File: config.mk
export PLATFORM = sky130hd
export DESIGN_NAME = visreader
export DESIGN_NICKNAME = d
export VERILOG_FILES = /design/src/rtl/visreader.sv
export SDC_FILE = /design/constraint.sdc
export NUM_CORES = 1
export LEC_CHECK = 0
export CAP_MARGIN = 40
export CORE_UTILIZATION = 56
export DETAILED_ROUTE_END_ITERATION = 7
export GPL_TIMING_DRIVEN = 0
export PLACE_DENSITY = 0.75
export SETUP_SLACK_MARGIN = 0.3
export SLEW_MARGIN = 25
export SYNTH_ARGS = -nofsm -noshare
export SYNTH_HDL_FRONTEND = slang
export SYNTH_SLANG_ARGS = --single-unit
export TNS_END_PERCENT = 10
File: constraint.sdc
create_clock -name clock -period 3.3 [get_ports clock]
set_clock_uncertainty 0.1 [all_clocks]
set_input_delay 0.495 -clock clock [delete_from_list [all_inputs] [get_ports clock]]
set_output_delay 0.495 -clock clock [all_outputs]
set_load 0.005 [all_outputs]
File: src/rtl/visreader.sv
// visreader: captures correlator visibility frames into two banks and re-emits them as a ready/valid stream.
// Optional `VISREADER_DROP_COUNT_EN adds drops_o, a saturating count of dropped frames.
//
// state   | meaning
// W_IDLE  | waiting for the first word of a frame
// W_FILL  | storing words of the current frame into the write bank
// W_DROP  | discarding a frame that found its bank still occupied
// R_IDLE  | waiting for the read bank to become full
// R_FETCH | word 0 sits in the SRAM register; it moves to the output next
// R_SEND  | output valid, advancing one word per handshake
module visreader #(
  parameter int WIDTH = 7,
  parameter int COUNT = 15
) (
  input  logic               clock,
  input  logic               reset,
  input  logic               vis_frame_i,
  input  logic               vis_valid_i,
  input  logic               vis_first_i,
  input  logic               vis_last_i,
  input  logic [WIDTH-1:0]   vis_real_i,
  input  logic [WIDTH-1:0]   vis_imag_i,
  output logic               m_tvalid,
  input  logic               m_tready,
  output logic               m_tlast,
  output logic [2*WIDTH-1:0] m_tdata,
  output logic               overflow_o
`ifdef VISREADER_DROP_COUNT_EN
  ,
  output logic [7:0]         drops_o
`endif
);
  localparam int ABITS = $clog2(COUNT);
  localparam int IBITS = $clog2(2 * COUNT);
  localparam int DW    = 2 * WIDTH;
  localparam logic [ABITS:0] LEN_MAX = (ABITS+1)'(COUNT);
  localparam logic [ABITS:0] LEN_ONE = (ABITS+1)'(1);

  typedef enum logic [1:0] {W_IDLE, W_FILL, W_DROP} wstate_t;
  typedef enum logic [1:0] {R_IDLE, R_FETCH, R_SEND} rstate_t;

  logic [DW-1:0]  r_mem [2*COUNT];
  logic [DW-1:0]  r_q;
  wstate_t        r_wstate, w_wstate_n;
  logic           r_wbank, w_wbank_n;
  logic [ABITS:0] r_wcnt, w_wcnt_n;
  logic [1:0]     r_full;
  logic [ABITS:0] r_len [2];
  logic           r_overflow;
  rstate_t        r_rstate, w_rstate_n;
  logic           r_rbank;
  logic [ABITS:0] r_rptr, r_oidx, w_oidx_n;
  logic [DW-1:0]  r_tdata;
  logic           r_tvalid, r_tlast;

  logic           w_acc, w_start, w_sbank, w_sfree, w_rel, w_drop;
  logic [1:0]     w_commit;
  logic [ABITS:0] w_clen [2];
  logic           w_mem_we;
  logic [IBITS-1:0] w_mem_idx;
  logic           w_re, w_rbank_sel, w_load;
  logic [ABITS:0] w_raddr;

  function automatic logic [IBITS-1:0] f_idx(input logic b, input logic [ABITS:0] a);
    return b ? IBITS'(COUNT) + IBITS'(a) : IBITS'(a);
  endfunction

  // A new frame in W_FILL first commits the partial frame, so it lands in the other bank.
  assign w_acc   = vis_valid_i && vis_frame_i;
  assign w_start = w_acc && vis_first_i && (r_wstate != W_DROP);
  assign w_sbank = (r_wstate == W_FILL) ? ~r_wbank : r_wbank;
  assign w_sfree = !r_full[w_sbank] || (w_rel && (r_rbank == w_sbank));

  always_comb begin
    w_wstate_n = r_wstate;
    w_wbank_n  = r_wbank;
    w_wcnt_n   = r_wcnt;
    w_commit   = '0;
    w_clen[0]  = '0;
    w_clen[1]  = '0;
    w_mem_we   = 1'b0;
    w_mem_idx  = f_idx(r_wbank, r_wcnt);
    w_drop     = 1'b0;
    if (w_start) begin
      if (r_wstate == W_FILL) begin
        w_commit[r_wbank] = 1'b1;
        w_clen[r_wbank]   = r_wcnt;
      end
      w_wbank_n = w_sbank;
      if (w_sfree) begin
        w_mem_we  = 1'b1;
        w_mem_idx = f_idx(w_sbank, '0);
        w_wcnt_n  = LEN_ONE;
        if (vis_last_i) begin
          w_commit[w_sbank] = 1'b1;
          w_clen[w_sbank]   = LEN_ONE;
          w_wbank_n         = ~w_sbank;
          w_wstate_n        = W_IDLE;
        end else begin
          w_wstate_n = W_FILL;
        end
      end else begin
        w_drop     = 1'b1;
        w_wstate_n = vis_last_i ? W_IDLE : W_DROP;
      end
    end else if (w_acc && (r_wstate == W_FILL)) begin
      if (r_wcnt < LEN_MAX) begin
        w_mem_we = 1'b1;
        w_wcnt_n = r_wcnt + LEN_ONE;
      end
      if (vis_last_i) begin
        w_commit[r_wbank] = 1'b1;
        w_clen[r_wbank]   = w_wcnt_n;
        w_wbank_n         = ~r_wbank;
        w_wstate_n        = W_IDLE;
      end
    end else if (w_acc && (r_wstate == W_DROP) && vis_last_i) begin
      w_wstate_n = W_IDLE;
    end
  end

  // r_q always holds the word after the one on the output, so a handshake never waits on the SRAM.
  always_comb begin
    w_rstate_n  = r_rstate;
    w_re        = 1'b0;
    w_rbank_sel = r_rbank;
    w_raddr     = r_rptr;
    w_load      = 1'b0;
    w_oidx_n    = r_oidx + LEN_ONE;
    w_rel       = 1'b0;
    case (r_rstate)
      R_IDLE: if (r_full[r_rbank]) begin
        w_re       = 1'b1;
        w_raddr    = '0;
        w_rstate_n = R_FETCH;
      end
      R_FETCH: begin
        w_load     = 1'b1;
        w_oidx_n   = '0;
        w_re       = 1'b1;
        w_raddr    = LEN_ONE;
        w_rstate_n = R_SEND;
      end
      R_SEND: if (r_tvalid && m_tready) begin
        if (r_tlast) begin
          w_rel       = 1'b1;
          w_rbank_sel = ~r_rbank;
          if (r_full[~r_rbank]) begin
            w_re       = 1'b1;
            w_raddr    = '0;
            w_rstate_n = R_FETCH;
          end else begin
            w_rstate_n = R_IDLE;
          end
        end else begin
          w_load = 1'b1;
          w_re   = 1'b1;
        end
      end
      default: w_rstate_n = R_IDLE;
    endcase
  end

  always_ff @(posedge clock) begin
    if (w_mem_we) r_mem[w_mem_idx] <= {vis_real_i, vis_imag_i};
    if (w_re && (w_raddr < LEN_MAX)) r_q <= r_mem[f_idx(w_rbank_sel, w_raddr)];
  end

  always_ff @(posedge clock) begin
    if (reset) begin
      r_wstate   <= W_IDLE;
      r_wbank    <= 1'b0;
      r_wcnt     <= '0;
      r_full     <= '0;
      r_len[0]   <= '0;
      r_len[1]   <= '0;
      r_overflow <= 1'b0;
      r_rstate   <= R_IDLE;
      r_rbank    <= 1'b0;
      r_rptr     <= '0;
      r_oidx     <= '0;
      r_tdata    <= '0;
      r_tvalid   <= 1'b0;
      r_tlast    <= 1'b0;
    end else begin
      r_wstate <= w_wstate_n;
      r_wbank  <= w_wbank_n;
      r_wcnt   <= w_wcnt_n;
      // A commit to a just-released bank must win over the release.
      if (w_rel) r_full[r_rbank] <= 1'b0;
      for (int b = 0; b < 2; b++) begin
        if (w_commit[b]) begin
          r_full[b] <= 1'b1;
          r_len[b]  <= w_clen[b];
        end
      end
      if (w_drop) r_overflow <= 1'b1;
      r_rstate <= w_rstate_n;
      if (w_re) r_rptr <= w_raddr + LEN_ONE;
      if (w_load) begin
        r_tdata  <= r_q;
        r_tvalid <= 1'b1;
        r_oidx   <= w_oidx_n;
        r_tlast  <= ((w_oidx_n + LEN_ONE) == r_len[r_rbank]);
      end
      if (w_rel) begin
        r_tvalid <= 1'b0;
        r_tlast  <= 1'b0;
        r_rbank  <= ~r_rbank;
      end
    end
  end

  assign m_tvalid   = r_tvalid;
  assign m_tlast    = r_tlast;
  assign m_tdata    = r_tdata;
  assign overflow_o = r_overflow;

`ifdef VISREADER_DROP_COUNT_EN
  logic [7:0] r_drops;
  always_ff @(posedge clock) begin
    if (reset) r_drops <= '0;
    else if (w_drop && (r_drops != 8'hFF)) r_drops <= r_drops + 8'd1;
  end
  assign drops_o = r_drops;
`endif
endmodule

# Word level (Yosys, flattened, before mapping)
# Memory sizes are Yosys's and may differ from the RTL's. A register that Yosys moved wholly into a read port is not among the register bits.
# Cells that the tools add are included.
[word_totals]
ff_bits = 40
ram_bits = 430
word_cells = 190
n_memories = 2
[mem_list]
columns = ["memory", "words", "width", "read_ports", "rd_ports_with_merged_regs", "wr", "line_no", "rtl"]
rows = [
  ["r_mem", 30, 14, 1, 1, 1, "42", "logic [DW-1:0] r_mem [2*COUNT];"],
  ["r_len", 2, 5, 1, 1, 2, "48", "logic [ABITS:0] r_len [2];"],
]
[classes]
add_sub_neg = 6
n_lt_le_gt_ge = 13
n_eq_ne = 12
muxes = 102
bitwise = 15
reduce_logical = 27
[ops]
columns = ["operator", "n"]
rows = [
  ["5-bit 2-to-1 mux", 19],
  ["10-bit 2-to-1 mux", 7],
  ["1-bit 2-to-1 mux", 49],
  ["2-bit 2-to-1 mux", 17],
  ["5-bit by 1-bit adder with 5-bit output, second input constant", 4],
  ["10-bit AND", 2],
  ["5-bit one-hot mux with 3 select lines", 1],
  ["1-bit logical AND", 14],
  ["4-bit by 5-bit adder with 5-bit output, first input constant", 2],
  ["5-bit demux with 1-bit select", 2],
  ["5-bit by 4-bit less-than comparator with 1-bit output, second input constant", 2],
  ["8-bit AND", 1],
  ["1-bit by 2-bit less-than comparator with 1-bit output, second input constant", 4],
  ["2-bit inequality test, second input constant", 4],
  ["8-bit NOT", 1],
  ["2-bit nonzero test", 4],
  ["2-bit one-hot mux with 3 select lines", 1],
  ["2-bit AND reduction", 3],
  ["5-bit equality test", 1],
  ["2-bit by 1-bit equality test with 1-bit output, second input constant", 2],
  ["2-bit equality test, second input constant", 2],
  ["2-bit greater-or-equal comparator, second input constant", 2],
  ["2-bit by 1-bit less-than comparator with 1-bit output, second input constant", 2],
  ["4-bit 2-to-1 mux", 1],
  ["other kinds (19)", 28],
]

# Logic depth before layout (Yosys ltp)
[depth]
depth_word = 14
ltp_mapped = 18
mapped_depth_nobuf = 15

# Least setup slack after synthesis
# Ideal clock, no wire load.
[synth_path]
path_kind = "register -> register"
start = "reg r_rstate[0]"
end = "reg r_q[12], read port of r_mem, data pin"
setup_ns = 0.273
arrival_time_ns = 3.110
path_slack_ns = -0.184
path_stages_with_launch = 18
synth_period_minus_slack_ns = 3.484
path_cell_list = "dfxtp_1 inv_1 ha_1 a22o_1 nor2_1 buf_2 nor2_1 inv_1 ha_1 inv_1 or3_1 a21o_1 o211ai_1 buf_2 nor2_1 clkbuf_1 a32oi_1 nand4_1"
[synth_between]
elab_chain_len = 4
elab_cells_between_ends = 10
[synth_rtl]
columns = ["element", "line_no", "rtl"]
rows = [
  ["start, declared", "50", "rstate_t r_rstate, w_rstate_n;"],
  ["start signal, assigned", "198", "r_rstate <= w_rstate_n;"],
  ["2-bit equality test, or another cell as far along", "131", "case (r_rstate)"],
  ["5-bit one-hot mux with 3 select lines", "131", ""],
  ["4-bit by 5-bit adder with 5-bit output / 5-bit by 4-bit less-than comparator with 1-bit output (equally long branches)", "65, 166", ""],
  ["5-bit 2-to-1 mux / 1-bit logical AND (equally long branches)", "65, 166", ""],
  ["end, declared", "43", "logic [DW-1:0] r_q;"],
]
# Parallel ways exist; a longest one is shown, timed or not.
# A chain may end at the register's enable or synchronous reset.

# Final worst setup path
[layout_path]
start = "reg r_rstate[1]"
end = "reg r_q[11], read port of r_mem, data pin"
# The elaborated chain is that of the path after synthesis.

==> impl_metrics.tcl <==
set metrics [dict create \
    synthesis.area_mm2 0.0200 \
    tritoncts.num_buffers 48 \
    n_fill_cell 2207 \
    power_frac_comb_pct 18.9 \
    final_util_pct 70.3 \
    timing_max_transition_violations_final 0 \
    tritoncts "yes" \
    clock_insertion_delay_worst_skew_ps 570 \
    routabilityCongestion 0.926 \
    area.sequential_mm2 0.0142 \
    critPathCaptureType "flop" \
    maximum_number_of_pins_on_one_net_before_global_route_repair 31 \
    grt.met1_usage_pct 40.0 \
    met3_usage_pct 4.50 \
    number_of_global_route_vias_before_repair 12500 \
    ir_drop_uv 514 \
    wirelength_um 51200 \
    grt_setup_unrepaired "true" \
    timing.critical_path.required_ps 3430 \
    initial_antenna_violation_count 1 \
    slew_headroom_pct 43.6 \
    hold_class "reg2reg" \
    setup_slack_ps -445 \
    synth_fp_nets 1468 \
    timing.setup.tns_ps -11310 \
    netlist.top_cell.by_area "sky130_fd_sc_hd__edfxtp_1" \
    yosysSeqAreaShare_pct 70.6 \
    synthCells 1431 \
    grtUsageTotal_pct 28.2 \
    synth_area_per_cell_um2 14.0 \
    layout.cells.most_common_list "444 x sky130_fd_sc_hd__edfxtp_1, 237 x sky130_fd_sc_hd__nand2_1, 109 x sky130_fd_sc_hd__mux2i_1" \
    fmaxAchievable_ghz 0.267 \
    post_route_cells_drive_above_1_share_pct 21.5 \
    cp-start-kind "flop" \
    worst_setup_hold_path_clk_slew_ps 60 \
    hold_ws_ps 353 \
    path_max_fanout 6 \
    initial_core_util_pct 57.4 \
    timing_hold_violations_final 0 \
    cts-root-buf "sky130_fd_sc_hd__clkbuf_16" \
    synthToLayoutAreaGrowth_pct 22.4 \
    timing.max_cap.violations 0 \
    grt_use_met2_pct 43.9 \
    die_w_um 191 \
    route.antenna.remaining_nets 0 \
    period_minus_slack_ps 3740 \
    cellPowerDensity_mw_per_mm2 605 \
    synth-edff-count 444 \
    core.rowCount 68 \
    detailedRoute.firstPassIterationCount 7 \
    switchingPower_uw 4020 \
    power.clock.fraction_pct 34.3 \
    design_power_total_uw 14800 \
    p_int_uw 10800 \
    final_common_cell "sky130_fd_sc_hd__edfxtp_1" \
    critPathArrivalTime_ps 3870 \
    cts-root-to-sink-buffers 3 \
    seq_power_share_pct 46.8 \
    post_synth_main_area_contributors "sky130_fd_sc_hd__edfxtp_1 67%, sky130_fd_sc_hd__mux2i_1 5.9%, sky130_fd_sc_hd__nand2_1 4.5%" \
    post_dp_hpwl_um 32200 \
    place.port_buffers 36 \
    worst_pin_slew_ps 843 \
    cts_htree_levels 2 \
    violations "setup timing" \
    netlist-cell-type-count 61 \
    core-area_mm2 0.0349 \
    switching_share_pct 27.1 \
    grt_first_pass_wirelength_um 75800 \
    yosys_warnings 0 \
    p_leak_uw 0.00789 \
    finalSetupViolCount 140 \
    drc 0 \
    nets_finish 1626 \
    cts_sinks 485 \
    run_status "finished, violations left" \
    postSynth.asyncResetShare_pct 0 \
    routed_via_density 6.23 \
    multiInputGateArea_mm2 0.00639 \
    synth_top_area_share_pct 66.5 \
    ys_ff_latch 485 \
    drtIter0Drc 1400 \
    busiest_metal_layer_after_global_routing "met2" \
    pin_count 38 \
    die_h_um 191 \
    die_area_mm2 0.0365 \
    dr_total_vias 12900 \
    detail_route.wl_per_cell_um 24.6 \
    period_share_pct 113 \
    worstSetupPathType "reg2reg" \
    yosys_most_used_dff "sky130_fd_sc_hd__edfxtp_1" \
    global_route_total_overflow 0 \
]
cell families after synthesis:
logic type | share of synthesized area, %
multiplexers | 8.25
adder cells (fa/ha/maj) | 0.999
flip-flops | 70.6
AND/OR/NAND/NOR | 10.6
AO/OA/AOI/OAI | 6.17
buffers and inverters | 2.12
XOR/XNOR | 1.18
critical path, stage by stage, from the launching register on:
cell and delay, ps:
sky130_fd_sc_hd__dfxtp_2 380, sky130_fd_sc_hd__inv_2 70, sky130_fd_sc_hd__ha_4 180, sky130_fd_sc_hd__a22o_4 270
sky130_fd_sc_hd__nor2_4 110, sky130_fd_sc_hd__buf_6 120, sky130_fd_sc_hd__nor2_4 40, sky130_fd_sc_hd__inv_2 70
sky130_fd_sc_hd__ha_4 180, sky130_fd_sc_hd__inv_4 40, sky130_fd_sc_hd__or3_4 330, sky130_fd_sc_hd__a21o_1 160
sky130_fd_sc_hd__o211ai_1 100, sky130_fd_sc_hd__buf_4 220, sky130_fd_sc_hd__buf_8 160, sky130_fd_sc_hd__nor2_4 70
sky130_fd_sc_hd__buf_6 160, sky130_fd_sc_hd__buf_6 120, sky130_fd_sc_hd__a32oi_4 250, sky130_fd_sc_hd__nand4_1 270
registers in the layout (all words and copies together), names as in the netlist, named ones only:
name	cells
m_tdata	14
r_wcnt	5
m_tlast	1
r_rptr	5
r_len	10
r_oidx	5
r_wstate	2
r_rbank	1
r_rstate	2
r_wbank	1
r_q	14
overflow_o	1
r_full	2
r_mem	420
m_tvalid	1
timing repair:
action / 4_1_cts / 5_1_grt
endpoints found under the setup margin: 444 / 449
resized for setup: 152 / 55
pin swaps: 57 / 37
setup buffers: 44 / 16
hold buffers: 0 / 0
gates cloned: 6 / 1
Yosys cell counts, types with 10 or more instances:
master	instances
sky130_fd_sc_hd__nor2_1	105
sky130_fd_sc_hd__edfxtp_1	444
sky130_fd_sc_hd__a32oi_1	47
sky130_fd_sc_hd__dfxtp_1	41
sky130_fd_sc_hd__buf_2	19
sky130_fd_sc_hd__a21oi_1	50
sky130_fd_sc_hd__nand2_1	242
sky130_fd_sc_hd__mux4_2	13
sky130_fd_sc_hd__ha_1	16
sky130_fd_sc_hd__xnor2_1	10
sky130_fd_sc_hd__inv_1	15
sky130_fd_sc_hd__buf_4	13
sky130_fd_sc_hd__o21ai_0	32
sky130_fd_sc_hd__nand3_1	72
sky130_fd_sc_hd__mux2_2	16
sky130_fd_sc_hd__nand4_1	25
sky130_fd_sc_hd__clkbuf_1	35
sky130_fd_sc_hd__mux2i_1	118
metal layers:
layer	routed length, um	share of wire (%)	vias up
met2	24000	47	649
met1	20900	41	6484
met5	0	0	-
li1	-	-	5706
met3	4510	8.8	109
met4	1800	3.5	0
area by class of cell:
cell class,instances,area share (%)
Tap cell,455,2.32
Buffer,72,2.67
Sequential cell,485,57.7
Antenna cell,1,0.0102
Timing Repair Buffer,108,5.13
Clock inverter,22,0.622
Clock buffer,61,5.18
Multi-Input combinational cell,858,26.1
Inverter,16,0.255
power groups by stage:
stage	Clock (uW)	Sequential (uW)	Combinational (uW)
floorplan	0	7060	1350
global placement	0	7070	2080
detailed placement	0	7070	2120
CTS	5100	6940	2530
global route	5320	6950	2940
finish	5080	6950	2800
per-stage QoR:
step / worst slack (ps) / cells / area (um2)
5_1_grt: -499 / 2077 / 24500
4_1_cts: -345 / 2060 / 24100
3_3_place_gp: -1480 / 1922 / 21300
2_1_floorplan: 143 / 1431 / 20300
3_5_place_dp: -1530 / 1927 / 21300
6_report: -445 / 2078 / 24500
worst paths after layout:
path	from	endpoint	slack, ps	cells past startpoint
setup / recovery	r_rstate[1]$_SDFFE_PP0P_	r_q[11]$_DFFE_PP_	-440	19
hold / removal	m_tdata[0]$_SDFFE_PP0P_	m_tdata[0]$_SDFFE_PP0P_	350	2
setup reg to reg	r_rstate[1]$_SDFFE_PP0P_	r_q[11]$_DFFE_PP_	-440	19
hold reg to reg	m_tdata[0]$_SDFFE_PP0P_	m_tdata[0]$_SDFFE_PP0P_	350	2
Power figures use the tool's default switching activity.
